<file path="config.mk">
export PLATFORM = sky130hd
export DESIGN_NAME = uart_tx_monitor
export DESIGN_NICKNAME = d
export VERILOG_FILES = /design/src/rtl/uart_mon_pkg.sv /design/src/rtl/uart_mon_fifo.sv /design/src/rtl/uart_tx_monitor.sv
export SDC_FILE = /design/constraint.sdc
export NUM_CORES = 1
export LEC_CHECK = 0
export BUFFER_PORTS_ARGS = -buffer_cell sky130_fd_sc_hd__buf_2
export CAP_MARGIN = 25
export CORE_UTILIZATION = 55
export DETAILED_ROUTE_END_ITERATION = 8
export PLACE_DENSITY = 0.69
export SYNTH_ARGS = -nofsm -noshare
export SYNTH_HDL_FRONTEND = slang
export SYNTH_SLANG_ARGS = --single-unit
</file>
<file path="constraint.sdc">
create_clock -name clk_i -period 6.2 [get_ports clk_i]
set_clock_uncertainty 0.15 [all_clocks]
set_input_delay 0 -clock clk_i [delete_from_list [all_inputs] [get_ports clk_i]]
set_output_delay 0 -clock clk_i [all_outputs]
set_load 0.05 [all_outputs]
</file>
<file path="src/rtl/uart_mon_pkg.sv">
`default_nettype none
// ============================================================================
// Module   : uart_mon_pkg
// Brief    : Shared state encoding and bit-timing helper for the UART monitor.
// Revision : 1.0
// ============================================================================
package uart_mon_pkg;

    typedef enum logic [2:0] {
        IDLE      = 3'd0,
        START     = 3'd1,
        DATA      = 3'd2,
        PARITY    = 3'd3,
        STOP      = 3'd4,
        WAIT_IDLE = 3'd5
    } uart_mon_state_e;

    // Rounded to the nearest whole clock count per bit.
    function automatic int clks_per_bit(input int freq, input int baud);
        return (freq + baud / 2) / baud;
    endfunction

endpackage
`default_nettype wire

</file>
<file path="src/rtl/uart_mon_fifo.sv">
`default_nettype none
// ============================================================================
// Module   : uart_mon_fifo
// Brief    : Synchronous first-word-fall-through FIFO; pushes to a full FIFO
//            are dropped unless a pop happens in the same cycle.
// Revision : 1.0
// ============================================================================
module uart_mon_fifo #(
    parameter int Depth = 8,
    parameter int Width = 8
) (
    input  logic             clk_i,
    input  logic             rst_i,
    input  logic             push_i,
    input  logic [Width-1:0] data_i,
    input  logic             pop_i,
    output logic [Width-1:0] data_o,
    output logic             full_o,
    output logic             empty_o
);
    localparam int              c_AW   = $clog2(Depth);
    localparam logic [c_AW:0]   c_FULL = (c_AW + 1)'(Depth);
    localparam logic [c_AW-1:0] c_INC  = c_AW'(1);

    logic [Width-1:0] r_mem [Depth];
    logic [c_AW-1:0]  r_wr_ptr;
    logic [c_AW-1:0]  r_rd_ptr;
    logic [c_AW:0]    r_count;
    logic             w_do_push;
    logic             w_do_pop;

    assign empty_o   = (r_count == '0);
    assign full_o    = (r_count == c_FULL);
    assign w_do_pop  = pop_i & ~empty_o;
    assign w_do_push = push_i & (~full_o | w_do_pop);
    assign data_o    = r_mem[r_rd_ptr];

    always_ff @(posedge clk_i) begin
        if (w_do_push) begin
            r_mem[r_wr_ptr] <= data_i;
        end
    end

    always_ff @(posedge clk_i or posedge rst_i) begin
        if (rst_i) begin
            r_wr_ptr <= '0;
            r_rd_ptr <= '0;
            r_count  <= '0;
        end else begin
            if (w_do_push) r_wr_ptr <= r_wr_ptr + c_INC;
            if (w_do_pop)  r_rd_ptr <= r_rd_ptr + c_INC;
            case ({w_do_push, w_do_pop})
                2'b10:   r_count <= r_count + 1'b1;
                2'b01:   r_count <= r_count - 1'b1;
                default: r_count <= r_count;
            endcase
        end
    end

endmodule
`default_nettype wire

</file>
<file path="src/rtl/uart_tx_monitor.sv">
`default_nettype none
// ============================================================================
// Module   : uart_tx_monitor
// Brief    : Serial receiver on the system UART TX line; buffers bytes in a
//            FWFT FIFO. Define UART_MON_PARITY_EN for even-parity frames.
// Revision : 1.0
// ============================================================================
module uart_tx_monitor
    import uart_mon_pkg::*;
#(
    parameter int SysClkFreq = 30_000_000,
    parameter int BaudRate   = 921_600,
    parameter int FifoDepth  = 8
) (
    input  logic       clk_i,
    input  logic       rst_i,
    input  logic       rx_i,
    output logic [7:0] byte_o,
    output logic       byte_valid_o,
    input  logic       byte_ready_i,
    output logic       frame_err_o,
    output logic       overflow_o,
    output logic       busy_o
`ifdef UART_MON_PARITY_EN
    ,
    output logic       parity_err_o
`endif
);
    localparam int              c_CLKS      = clks_per_bit(SysClkFreq, BaudRate);
    localparam int              c_HALF      = c_CLKS / 2;
    localparam int              c_CW        = $clog2(c_CLKS);
    localparam logic [c_CW-1:0] c_BIT_LAST  = c_CW'(c_CLKS - 1);
    localparam logic [c_CW-1:0] c_HALF_LAST = c_CW'(c_HALF - 1);

    logic            r_sync1;
    logic            r_rx_s;
    logic [1:0]      r_sync_vld;
    logic            r_rx_prev;
    uart_mon_state_e r_state;
    logic [c_CW-1:0] r_baud_cnt;
    logic [2:0]      r_bit_cnt;
    logic [7:0]      r_shift;
    logic            r_frame_err;
    logic            r_overflow;
`ifdef UART_MON_PARITY_EN
    logic            r_par_bad;
    logic            r_parity_err;
`endif

    logic       w_fall;
    logic       w_bit_tick;
    logic       w_push;
    logic       w_pop;
    logic       w_full;
    logic       w_empty;
    logic [7:0] w_head;

    assign w_fall     = r_rx_prev & ~r_rx_s;
    assign w_bit_tick = (r_baud_cnt == c_BIT_LAST);
`ifdef UART_MON_PARITY_EN
    assign w_push     = (r_state == STOP) & w_bit_tick & r_rx_s & ~r_par_bad;
    assign parity_err_o = r_parity_err;
`else
    assign w_push     = (r_state == STOP) & w_bit_tick & r_rx_s;
`endif
    assign w_pop        = ~w_empty & byte_ready_i;
    assign byte_valid_o = ~w_empty;
    assign byte_o       = w_empty ? 8'h00 : w_head;
    assign frame_err_o  = r_frame_err;
    assign overflow_o   = r_overflow;
    assign busy_o       = (r_state != IDLE);

    // The synchroniser's reset value is not a real line sample, so rx_prev
    // only follows rx_s once both flops hold genuine samples.
    always_ff @(posedge clk_i or posedge rst_i) begin
        if (rst_i) begin
            r_sync1    <= 1'b1;
            r_rx_s     <= 1'b1;
            r_sync_vld <= 2'b00;
            r_rx_prev  <= 1'b0;
        end else begin
            r_sync1    <= rx_i;
            r_rx_s     <= r_sync1;
            r_sync_vld <= {r_sync_vld[0], 1'b1};
            r_rx_prev  <= r_rx_s & r_sync_vld[1];
        end
    end

    always_ff @(posedge clk_i or posedge rst_i) begin
        if (rst_i) begin
            r_state      <= IDLE;
            r_baud_cnt   <= '0;
            r_bit_cnt    <= '0;
            r_shift      <= '0;
            r_frame_err  <= 1'b0;
`ifdef UART_MON_PARITY_EN
            r_par_bad    <= 1'b0;
            r_parity_err <= 1'b0;
`endif
        end else begin
            r_frame_err  <= 1'b0;
`ifdef UART_MON_PARITY_EN
            r_parity_err <= 1'b0;
`endif
            case (r_state)
                IDLE: begin
                    r_baud_cnt <= '0;
                    if (w_fall) r_state <= START;
                end
                START: begin
                    if (r_baud_cnt == c_HALF_LAST) begin
                        r_baud_cnt <= '0;
                        r_bit_cnt  <= '0;
                        r_state    <= r_rx_s ? IDLE : DATA;
                    end else begin
                        r_baud_cnt <= r_baud_cnt + 1'b1;
                    end
                end
                DATA: begin
                    if (w_bit_tick) begin
                        r_baud_cnt <= '0;
                        r_shift    <= {r_rx_s, r_shift[7:1]};
                        r_bit_cnt  <= r_bit_cnt + 1'b1;
                        if (r_bit_cnt == 3'd7) begin
`ifdef UART_MON_PARITY_EN
                            r_state <= PARITY;
`else
                            r_state <= STOP;
`endif
                        end
                    end else begin
                        r_baud_cnt <= r_baud_cnt + 1'b1;
                    end
                end
`ifdef UART_MON_PARITY_EN
                PARITY: begin
                    if (w_bit_tick) begin
                        r_baud_cnt   <= '0;
                        r_par_bad    <= (^r_shift) != r_rx_s;
                        r_parity_err <= (^r_shift) != r_rx_s;
                        r_state      <= STOP;
                    end else begin
                        r_baud_cnt <= r_baud_cnt + 1'b1;
                    end
                end
`endif
                STOP: begin
                    if (w_bit_tick) begin
                        r_baud_cnt <= '0;
                        if (r_rx_s) begin
                            r_state <= IDLE;
                        end else begin
                            r_frame_err <= 1'b1;
                            r_state     <= WAIT_IDLE;
                        end
                    end else begin
                        r_baud_cnt <= r_baud_cnt + 1'b1;
                    end
                end
                WAIT_IDLE: begin
                    if (r_rx_s) r_state <= IDLE;
                end
                default: r_state <= IDLE;
            endcase
        end
    end

    always_ff @(posedge clk_i or posedge rst_i) begin
        if (rst_i) r_overflow <= 1'b0;
        else       r_overflow <= w_push & w_full & ~w_pop;
    end

    uart_mon_fifo #(
        .Depth (FifoDepth),
        .Width (8)
    ) u_fifo (
        .clk_i   (clk_i),
        .rst_i   (rst_i),
        .push_i  (w_push),
        .data_i  (r_shift),
        .pop_i   (w_pop),
        .data_o  (w_head),
        .full_o  (w_full),
        .empty_o (w_empty)
    );

endmodule
`default_nettype wire

</file>
==> results.cfg <==
[outcome]
status = finished clean

[finish]
ff_latch_area_um2 = 2850
finalNonFillerCells = 411
drive_gt1_frac = 0.243
multi_input_comb_area_um2 = 1380
layout-area-overhead-vs-synth_pct = 9.11
fin_nets = 317
antenna_cells = 0
fin_util = 0.616
fill_cells = 595

[worst_hold_path]
whs_endpoint = r_sync1
hp-class = in -> reg
hp-start = rx_i
min_path_cells = 2

[critical_path]
worst-setup-path-type = reg -> reg
start_kind = flip-flop
cp.arrival_ns = 2.88
crit_fanout = 8
required_ns = 6.30
reg2reg_from = r_baud_cnt[0]
r2r_setup_slack_ns = 3.42
worstReg2RegEnd = u_fifo.r_count[2]
worstSetupEndpointType = flip-flop
critPathLaunch = r_baud_cnt[0]
rr_worst_depth = 12

[routing]
via_count = 2285
wl_met3_um = 238
dr_wl_met2_um = 3370
m1WireLength_um = 3180
top_layer = met4
routedWlPerCell_um = 16.8
dr.pass1.iters = 4
via_per_inst = 5.56
drtIter0Drc = 109
wirelength_um = 6890
postRouteAntennaNets = 0
drcViolationCount = 0

[clock_network]
ctsLongestPathBuffers = 2
htreeDepth = 3
ctsResizeCount = 0
post-cts-setup-buffer-count = 0
clkTransAtPathRegs_ns = 0.09
clockRootBuffer = clkbuf_8
ctsHoldBuffers = 3
cts_tree = built
clock_latency_ns = 0.36
cts_buffers = 9
cts.sinks = 101

[yosys]
synth_cells = 279
async_flop_share = 0.366
synth_area_um2 = 4340
synth_seq_cells = 101
syn_avg_cell_area_um2 = 15.6
yosysWarnings = 0
synth_nets = 292
synth_edf_count = 64
synth_cell_types = 50
synth_flop_cell = edfxtp_1
synth_seq_area_share = 0.657

[power_and_ir_drop]
power_mw = 1.22
power_leakage_nw = 1.91
pwr_density_cell_nw_per_um2 = 258
ir_worst_vdd_v = 0.000130

[grt]
antenna_found_initial = 0
grt_pass1_wl_um = 11600
grt_pass1_vias = 2308
grt_overflow = 0
grt_start_max_net_pins = 38
grt_usage = 0.188

[timing]
rsz0062_at_grt = false
finalSetupViolCount = 0
worst_slack_ns = 3.42
post-route-period-util = 0.449
setup_tns_ns = 0
final_hold_viol_count = 0
slew_violations = 0
period_needed_ns = 2.78
timing.fmax_mhz = 359
relSlewSlack = 0.478
worst_pin_slew_ns = 0.780

[floorplanning]
die-height_um = 90.8
rows = 32
initial_core_util = 0.565
die_area_um2 = 8250
io_pins = 16
core_area_um2 = 7690
fp.dieW_um = 90.8

[placed_design]
dpl_worst_slack_ns = 3.35
numPortBuffers = 15
place.detailed.hpwl_um = 4770
dp_cells = 389
gp_congestion = 0.868

[job]
max_cap_violations = 0
==> placed cells by master (no fill, tap or decap), drive strengths merged, types with 9 or more instances in the layout <==
| cell | Yosys | final |
|---|---|---|
| buf | 7 | 21 |
| inv | 13 | 15 |
| mux4 | 16 | 16 |
| nand2 | 11 | 11 |
| mux2 | 12 | 12 |
| edfxtp | 64 | 64 |
| nor2 | 20 | 20 |
| dfrtp | 35 | 35 |
| clkbuf | 4 | 11 |
| mux2i | 9 | 9 |
| ha | 9 | 9 |
==> final cells by class <==
cell class	count	share of cell area
Clock buffer	10	0.0269
Clock inverter	6	0.00978
Tap cell	102	0.0269
Multi-Input combinational cell	154	0.291
Sequential cell	101	0.602
Inverter	13	0.0103
Timing Repair Buffer	25	0.0333
==> metrics by stage <==
stage	hold WS [ns]	area (µm²)
6_report	0.134	4740
5_1_grt	0.128	4740
2_1_floorplan	-0.146	4340
3_5_place_dp	-0.0365	4510
3_3_place_gp	-0.0434	4490
4_1_cts	0.122	4720
==> power breakdown <==
group / internal, mW / switching, mW / total [mW] / leakage (nW)
Sequential: 0.722 / 0.0261 / 0.749 / 1.21
Combinational: 0.0382 / 0.0660 / 0.104 / 0.615
Clock: 0.149 / 0.221 / 0.370 / 0.0849
Total: 0.910 / 0.313 / 1.22 / 1.91
==> flip-flops by register name, summed over array words and instances, names as in the netlist <==
register,cells
u_fifo.r_wr_ptr,3
r_sync_vld,2
overflow_o,1
r_rx_s,1
u_fifo.r_mem,64
u_fifo.r_count,4
r_state,3
r_baud_cnt,6
r_rx_prev,1
r_bit_cnt,3
r_sync1,1
r_shift,8
frame_err_o,1
u_fifo.r_rd_ptr,3
==> worst max-delay path: stages, from the launching register on <==
cell      delay (ns)
dfrtp_1         0.41
inv_1           0.08
ha_1            0.14
and4bb_2        0.30
nor4b_4         0.29
nand2_2         0.19
ha_1            0.28
xor2_1          0.16
ha_1            0.18
a21oi_1         0.14
xor2_1          0.16
nor2_1          0.06
xor2_1          0.13
==> Yosys cell counts, types with 2 or more instances <==
| master | n | area, µm² |
|---|---|---|
| dfstp_2 | 2 | 52.6 |
| nor2b_1 | 4 | 25.0 |
| o21ai_0 | 3 | 15.0 |
| nand2b_1 | 3 | 18.8 |
| clkbuf_1 | 4 | 15.0 |
| buf_2 | 3 | 15.0 |
| dfrtp_1 | 35 | 876 |
| ha_1 | 9 | 113 |
| o22ai_1 | 6 | 37.5 |
| and2_1 | 3 | 18.8 |
| o31ai_1 | 2 | 15.0 |
| nand4_1 | 2 | 12.5 |
| a21oi_1 | 6 | 30.0 |
| nor2_1 | 20 | 75.1 |
| a22o_1 | 2 | 17.5 |
| buf_6 | 2 | 22.5 |
| nor3_1 | 8 | 40.0 |
| nand3b_1 | 3 | 22.5 |
| xnor2_1 | 6 | 52.6 |
| mux2i_1 | 9 | 90.1 |
| inv_1 | 12 | 45.0 |
| edfxtp_1 | 64 | 1920 |
| mux2_2 | 11 | 124 |
| mux4_2 | 16 | 360 |
| xor2_1 | 5 | 43.8 |
| nand3_1 | 6 | 30.0 |
| nand2_1 | 10 | 37.5 |
==> kinds of logic after synthesis <==
| family | after synthesis | share of synthesized area |
|---|---|---|
| fa+ha+maj | 9 | 0.0259 |
| flops | 101 | 0.657 |
| other cells | 1 | 0.000864 |
| simple gates | 72 | 0.0963 |
| xor+xnor | 11 | 0.0222 |
| buf+inv | 24 | 0.0259 |
| compound gates | 24 | 0.0363 |
| mux | 37 | 0.136 |
==> worst max path at each step <==
stage / end / cells past startpoint
2_1_floorplan: u_fifo.r_count[2] / 12
3_3_place_gp: u_fifo.r_mem[4][1] / 6
3_5_place_dp: u_fifo.r_mem[1][2] / 6
4_1_cts: u_fifo.r_mem[1][7] / 6
5_1_grt: u_fifo.r_count[2] / 12
6_report: u_fifo.r_count[2] / 12
==> metal layers <==
metal	global-route usage	vias to the layer above
li1	-	1094
met1	0.249	1139
met2	0.299	42
met3	0.0438	10
met4	0.0847	0
met5	0	-
No activity file was read; power rests on OpenSTA's default activity.
